File: config.mk
export PLATFORM = sky130hd
export DESIGN_NAME = inst_fetch_buf
export DESIGN_NICKNAME = d
export VERILOG_FILES = /design/src/rtl/inst_fetch_buf.sv
export SDC_FILE = /design/constraint.sdc
export NUM_CORES = 1
export LEC_CHECK = 0
export ABC_CLOCK_PERIOD_IN_PS = 7400
export BUFFER_PORTS_ARGS = -buffer_cell sky130_fd_sc_hd__buf_2
export CAP_MARGIN = 10
export CELL_PAD_IN_SITES_DETAIL_PLACEMENT = 2
export CELL_PAD_IN_SITES_GLOBAL_PLACEMENT = 2
export CORE_ASPECT_RATIO = 1.5
export CORE_MARGIN = 3
export CORE_UTILIZATION = 38
export DETAILED_ROUTE_END_ITERATION = 8
export PLACE_DENSITY_LB_ADDON = 0.1
export REMOVE_ABC_BUFFERS = 1
export SLEW_MARGIN = 30
export SYNTH_ARGS = -nofsm -noshare
export SYNTH_HDL_FRONTEND = slang
export SYNTH_SLANG_ARGS = --single-unit
File: constraint.sdc
create_clock -name clk -period 7.4 [get_ports clk]
set_clock_uncertainty 0.1 [all_clocks]
set_input_delay 0.74 -clock clk [delete_from_list [all_inputs] [get_ports clk]]
set_output_delay 0.74 -clock clk [all_outputs]
set_load 0.03 [all_outputs]
File: src/rtl/inst_fetch_buf.sv
// Instruction fetch buffer: issues ROM reads for fetch PCs, tags returned words, and queues {pc, inst} for ID.
// Latency: address issued in cycle t, visible on id_* in cycle t+2; no combinational path from rom_data_i.
// Backpressure: stallreq_o holds the PC while queued plus in-flight entries fill the FIFO; stall[2] holds the head.
module inst_fetch_buf #(
  parameter int DEPTH = 2,
  parameter int AW    = 32,
  parameter int DW    = 32
) (
  input  logic          clk,
  input  logic          rst,
  input  logic [AW-1:0] pc_i,
  input  logic          ce_i,
  input  logic          branch_flag_i,
  input  logic [5:0]    stall,
  output logic [AW-1:0] rom_addr_o,
  output logic          rom_ce_o,
  input  logic [DW-1:0] rom_data_i,
  output logic          stallreq_o,
  output logic          id_valid_o,
  output logic [AW-1:0] id_pc_o,
  output logic [DW-1:0] id_inst_o
);

  localparam int PW = (DEPTH > 1) ? $clog2(DEPTH) : 1;
  localparam int CW = PW + 1;

  logic [AW-1:0] mem_pc_q   [DEPTH];
  logic [DW-1:0] mem_inst_q [DEPTH];

  logic [PW-1:0] rd_ptr_q, rd_ptr_d;
  logic [PW-1:0] wr_ptr_q, wr_ptr_d;
  logic [CW-1:0] count_q, count_d;
  logic          pend_q, pend_d;
  logic [AW-1:0] pend_pc_q, pend_pc_d;

  logic          issue;
  logic          push;
  logic          pop;
  logic [CW:0]   occ;
  logic          unused_stall;

  // Only stall[0] (PC held) and stall[2] (ID held) matter to this stage.
  assign unused_stall = ^{stall[5:3], stall[1]};

  // Occupancy counts the in-flight read so a push can never land in a full FIFO.
  assign occ        = {1'b0, count_q} + (CW+1)'(pend_q);
  assign stallreq_o = (occ >= (CW+1)'(DEPTH));

  assign issue      = ce_i & ~stall[0] & ~stallreq_o & ~branch_flag_i & ~rst;
  assign rom_ce_o   = issue;
  assign rom_addr_o = pc_i;

  // A read returning during a branch belongs to the wrong path and is dropped.
  assign push = pend_q & ~branch_flag_i;
  assign pop  = id_valid_o & ~stall[2];

  assign id_valid_o = (count_q != '0);
  assign id_pc_o    = id_valid_o ? mem_pc_q[rd_ptr_q]   : '0;
  assign id_inst_o  = id_valid_o ? mem_inst_q[rd_ptr_q] : '0;

  // Next-state for pointers, occupancy and the in-flight read; a branch flushes after honouring the pop.
  always_comb begin
    rd_ptr_d  = rd_ptr_q;
    wr_ptr_d  = wr_ptr_q;
    count_d   = count_q + CW'(push) - CW'(pop);
    pend_d    = issue;
    pend_pc_d = issue ? pc_i : pend_pc_q;
    if (pop) begin
      rd_ptr_d = rd_ptr_q + PW'(1);
    end
    if (push) begin
      wr_ptr_d = wr_ptr_q + PW'(1);
    end
    if (branch_flag_i) begin
      count_d  = '0;
      rd_ptr_d = wr_ptr_q;
    end
  end

  // Control state register with synchronous reset.
  always_ff @(posedge clk) begin
    if (rst) begin
      rd_ptr_q  <= '0;
      wr_ptr_q  <= '0;
      count_q   <= '0;
      pend_q    <= 1'b0;
      pend_pc_q <= '0;
    end else begin
      rd_ptr_q  <= rd_ptr_d;
      wr_ptr_q  <= wr_ptr_d;
      count_q   <= count_d;
      pend_q    <= pend_d;
      pend_pc_q <= pend_pc_d;
    end
  end

  // Entry storage: the returning ROM word is paired with the PC that requested it.
  always_ff @(posedge clk) begin
    if (push && !rst) begin
      mem_pc_q[wr_ptr_q]   <= pend_pc_q;
      mem_inst_q[wr_ptr_q] <= rom_data_i;
    end
  end

endmodule
==> flow_summary.toml, run 1 <==
[logic_synthesis]
ys_async_sr_fraction = 0
yosysWarnings = 0
synth_enable_flop_cells = 128
syn-cell-area_mm2 = 0.00658
ys_seq_area_frac = 0.699
synth_top_area_frac = 0.584
yosysTopAreaCell = "edfxtp_1"
avgSynthCellArea_um2 = 13.7
synth_most_common_cell = "edfxtp_1"
yosys-top-cells-count = "128 x edfxtp_1, 69 x nor2_1, 64 x mux2i_1"
synthDistinctLibCells = 27
synth_area_leaders = "edfxtp_1 58%, dfxtp_1 12%, mux2i_1 9.7%, nor2_1 3.9%, buf_4 3.6%"
synth_flop_cell = "edfxtp_1"
ys_ff_latch = 166
syn-instance-count = 479

[sta]
finalHoldViolCount = 0
rsz0062_at_grt = "no"
finalCritPeriodShare = 0.433
timing.setup.tns_ns = 0
timing.final.ws_setup_ns = 4.20
worst_pin_slew_ns = 0.950
drv_slew = 0
setup_viol = 0
slew_headroom = 0.367
fin_crit_ns = 3.20
fmax_mhz = 312

[pwr]
peakVddDrop_mv = 0.162
p_per_area_mw_per_mm2 = 247
leakagePower_nw = 3.00

[clock_tree]
path_clk_slew_ns = 0.07
cts_tree = "built"
clock-sinks = 166
postCtsHoldBufs = 0
cts_setup_buffers = 0
htree_levels = 4
clkLatencyLatePin_ns = 0.42
cts_buffer_depth = 2
cts_resized = 0
clockRootBuffer = "clkbuf_16"
cts_buffers = 17

[drt]
ant_nets = 0
drt_pre_antenna_iters = 4
drtIter0Drc = 175
post-route-drc-count = 0
wl_per_cell_um = 18.9
avgViaCountPerCell = 4.98
wl_mm = 15.7
routed-via-count = 4141

[floorplan]
ioPinCount = 173
rows = 58
coreArea_mm2 = 0.0169
fp.dieW_um = 113
dieArea_mm2 = 0.0190
die_height_um = 167
start_util = 0.389

[cells_and_area]
num_antenna_cells = 0
final_cell_area_mm2 = 0.00796
drive_gt1_frac = 0.356
area_growth_pct = 21.0
nNetsFinal = 684

[grt]
grt_use_total = 0.166
grt_start_max_net_pins = 65
antenna_found_initial = 0
gr-usage-met1 = 0.183
grt.met3_usage = 0.0311
globalRouteOverflowTotal = 0
globalRoute.busiestLayer = "met2"
grt_pass1_vias = 4540
grt_pass1_wl_mm = 24.2
use_met2 = 0.320

[placed_design]
place.gp.congestion = 0.692
place_area_mm2 = 0.00735
dp_hpwl_mm = 9.73
portBuffers = 168
post-place-ws_ns = 4.16

[setup_path]
startpoint_type = "input port"
reg2reg_slack_ns = 5.39
critPathKind = "input port to output pin"
required_ns = 6.56
path_max_fanout = 37
arrival_ns = 2.36
worst_setup_path_end_kind = "output pin"

[run]
cap_violations = 0

[worst_hold_path]
hold_path.class = "flop to flop"

[outcome]
status = "complete, no violations"
[placed cells by master (no fill, tap or decap), drive strengths merged, types with 2 or more instances in the layout]
master and instances:
buf 174, nor2 69, inv 10, clkbuf 17
edfxtp 128, xnor2 2, clkinv 5, a21oi 34
xor2 2, dfxtp 38, o21ai 32, and3 3
nand3 32, mux2i 64
[metrics by stage]
step | hold slack [ns] | power, mW | utilization | instances
5_1_grt | 0.365 | 2.03 | 0.471 | 831
6_report | 0.345 | 1.97 | 0.471 | 831
2_1_floorplan | 0.322 | 1.07 | - | 416
4_1_cts | 0.350 | 1.99 | 0.468 | 829
3_3_place_gp | 0.326 | 1.13 | 0.435 | 798
3_5_place_dp | 0.339 | 1.14 | 0.435 | 798
[worst paths after layout]
path | startpoint | endpoint | cells after the start
worst max-delay path | rst | rom_ce_o | 4
worst min-delay path | pend_pc_q[5] | mem_pc_q[1][5] | 0
worst max register to register | pend_q | count_q[1] | 6
worst min register to register | pend_pc_q[5] | mem_pc_q[1][5] | 0
[registers in the layout (all words and copies together) (netlist names), named ones only]
name,flops
mem_inst_q,64
mem_pc_q,64
pend_pc_q,32
count_q,2
pend_q,1
rd_ptr_q,1
wr_ptr_q,1
[where the power goes]
| group | switching [mW] | leakage [nW] | internal (mW) |
|---|---|---|---|
| registers | 0.00554 | 1.47 | 1.00 |
| clock network | 0.381 | 0.276 | 0.471 |
| logic | 0.0661 | 1.24 | 0.0386 |
[layer usage]
layer	part of all wire	up-vias
met2	0.57	97
met1	0.39	2066
met5	0	-
li1	-	1968
met3	0.035	10
met4	0.0085	0
[area by class of cell]
class,instances,area [um2]
clock buffer,17,425
clock inverter,14,139
fill,1692,8950
inverter,3,11.3
multi-input combinational,247,1600
sequential,166,4610
tap,210,263
timing repair buffer,174,918
[cells by family after synthesis]
logic type | Yosys count | synth area share
flops | 166 | 0.699
simple gates | 109 | 0.0739
compound gates | 69 | 0.0585
buf+inv | 66 | 0.0635
mux | 64 | 0.0973
xor+xnor | 4 | 0.00532
fa+ha+maj | 1 | 0.00190
[critical path, stage by stage]
cell and delay, ns:
buf_2 0.34, or4b_4 0.88, nor2_1 0.17, buf_2 0.22
Power figures use the tool's default switching activity.
==> inputs of run 2 (changes only) <==
Settings changed: ABC_AREA from default to 1, ABC_CLOCK_PERIOD_IN_PS 7400 to 2700, CORE_UTILIZATION 38 to 30.
Clock period 7.4 ns to 2.7 ns, I/O delays scaled along.
==> flow_summary.toml, run 2 <==
[outcome]
status = "complete, no violations"

[placed_design]
place.gp.congestion = 0.749
dp.cells = 1021
portBuffers = 168
dp_hpwl_mm = 12.1

[logic_synthesis]
ys_seq_area_frac = 0.686
yosys-top-cells-count = "173 x nand2_1, 128 x edfxtp_1, 66 x a21oi_1"
yosysWarnings = 0
yosysTopAreaCell = "edfxtp_1"
ys_async_sr_fraction = 0
syn-instance-count = 629
synth_most_common_cell = "nand2_1"
syn-cell-area_mm2 = 0.00672
synth_flop_cell = "edfxtp_1"
synthDistinctLibCells = 19
avgSynthCellArea_um2 = 10.7
synth_enable_flop_cells = 128
ys_ff_latch = 166
synth_top_area_frac = 0.572
synth_area_leaders = "edfxtp_1 57%, dfxtp_1 11%, nand2_1 9.7%, a21oi_1 4.9%, buf_4 3.6%"

[clock_tree]
cts_tree = "built"
clockRootBuffer = "clkbuf_16"
cts_buffers = 17
cts_buffer_depth = 2
cts_setup_buffers = 0
htree_levels = 4
clock-sinks = 166
clkLatencyLatePin_ns = 0.42
path_clk_slew_ns = 0.06

[pwr]
p_per_area_mw_per_mm2 = 644
p_total_mw = 5.47
peakVddDrop_mv = 0.404
leakagePower_nw = 3.67

[cells_and_area]
num_antenna_cells = 0
area_growth_pct = 26.5
nNetsFinal = 875
final_cells = 1085
layout_commonest_cell = "nand2_1"
final_cell_mix = "173 x nand2_1, 168 x buf_2, 128 x edfxtp_1"
top_regs = "mem_inst_q (64), mem_pc_q (64), pend_pc_q (32)"
drive_gt1_frac = 0.284

[sta]
fin_hold_ws_ns = 0.0487
slew_headroom = 0.432
setup_viol = 0
drv_slew = 0
finalCritPeriodShare = 0.878
worst_pin_slew_ns = 0.850
timing.setup.tns_ns = 0
fmax_mhz = 422
rsz0062_at_grt = "no"
finalHoldViolCount = 0
fin_crit_ns = 2.37

[floorplan]
dieArea_mm2 = 0.0243
start_util = 0.307
rows = 66
fp.dieW_um = 128
coreArea_mm2 = 0.0219
ioPinCount = 173
die_height_um = 189

[grt]
grt_use_total = 0.158
globalRouteOverflowTotal = 0
grt_pass1_wl_mm = 29.3
grt_pass1_vias = 5701
grt_start_max_net_pins = 65
antenna_found_initial = 0

[setup_path]
reg2reg_slack_ns = 0.90
path_max_fanout = 64
rr_worst_depth = 7
r2r_end = "pend_pc_q[4]"
arrival_ns = 2.00
startpoint_type = "flop"
critPathKind = "flop to output pin"
worst_setup_path_end_kind = "output pin"
required_ns = 2.33
r2r_start = "count_q[0]"

[worst_hold_path]
holdPathStages = 4
worstHoldStart = "stall[0]"
hold_path.class = "input port to flop"
worstHoldEndpoint = "pend_q"

[drt]
wl_per_cell_um = 17.0
routed-via-count = 4987
ant_nets = 0
post-route-drc-count = 0
wl_mm = 18.4
drt_pre_antenna_iters = 4
avgViaCountPerCell = 4.60
drtIter0Drc = 169

[run]
cap_violations = 0
## run 2: cell count changes after synthesis, moves of 9 or more
| cell | previous run | this run |
|---|---|---|
| a21oi_1 | 34 | 66 |
| inv_1 | 2 | 44 |
| mux2i_1 | 64 | 0 |
| nand2_1 | 0 | 173 |
| nor2_2 | 0 | 9 |
| o21ai_1 | 24 | 0 |
## run 2: how the worst max path moves through the flow
stage | startpoint | end
3_3_place_gp | flop | id_pc_o[1]
6_report | flop | id_pc_o[5]
2_1_floorplan | branch_flag_i | mem_inst_q[1][0]
4_1_cts | flop | id_pc_o[5]
3_5_place_dp | flop | id_pc_o[1]
5_1_grt | flop | id_pc_o[5]
## run 2: layout make-up
cell class              count  area (um2)
repair buffers            215        1290
well taps                 272         340
clock buffers              17         425
multi-input cells         353        1520
fillers                  2389       13400
inverters                  47         176
clock inverters            15         138
flip-flops and latches    166        4610
## run 2: stage by stage
stage | instance area (um2) | utilization | worst slack [ns]
2_1_floorplan | 6290 | - | -2.77
3_3_place_gp | 7610 | 0.348 | 0.731
3_5_place_dp | 7610 | 0.348 | 0.703
4_1_cts | 8500 | 0.388 | 0.219
5_1_grt | 8500 | 0.388 | 0.159
6_report | 8500 | 0.388 | 0.328
## run 2: kinds of logic after synthesis
group	Yosys count	share of synthesized area
flip-flops	166	0.686
adder cells (fa/ha/maj)	1	0.00186
AND/OR/NAND/NOR	285	0.173
AO/OA/AOI/OAI	66	0.0492
buffers and inverters	110	0.0892
XOR/XNOR	1	0.00130
## run 2: worst max-delay path, stage by stage (launching register included)
cell     delay (ns)
dfxtp_2        0.33
buf_4          0.61
nand2_1        0.12
a21oi_1        0.27
buf_2          0.25
## run 2: repair_timing
item,4_1_cts,5_1_grt
hold buffers,32,0
hold endpoints to repair,64,0
gates resized for setup,0,0
## run 2: layer usage
metal / routed length [um] / up-vias / global-route usage
met1: 6900 / 2480 / 0.163
met3: 573 / 24 / 0.0325
li1: - / 2369 / -
met5: 0 / - / 0
met2: 10600 / 114 / 0.308
met4: 351 / 0 / 0.0584
## run 2: power by group
| group | internal, mW | switching [mW] | leakage (nW) | total (mW) |
|---|---|---|---|---|
| registers | 2.77 | 0.0149 | 1.48 | 2.78 |
| clock network | 1.34 | 0.962 | 0.265 | 2.31 |
| logic | 0.136 | 0.241 | 1.93 | 0.378 |
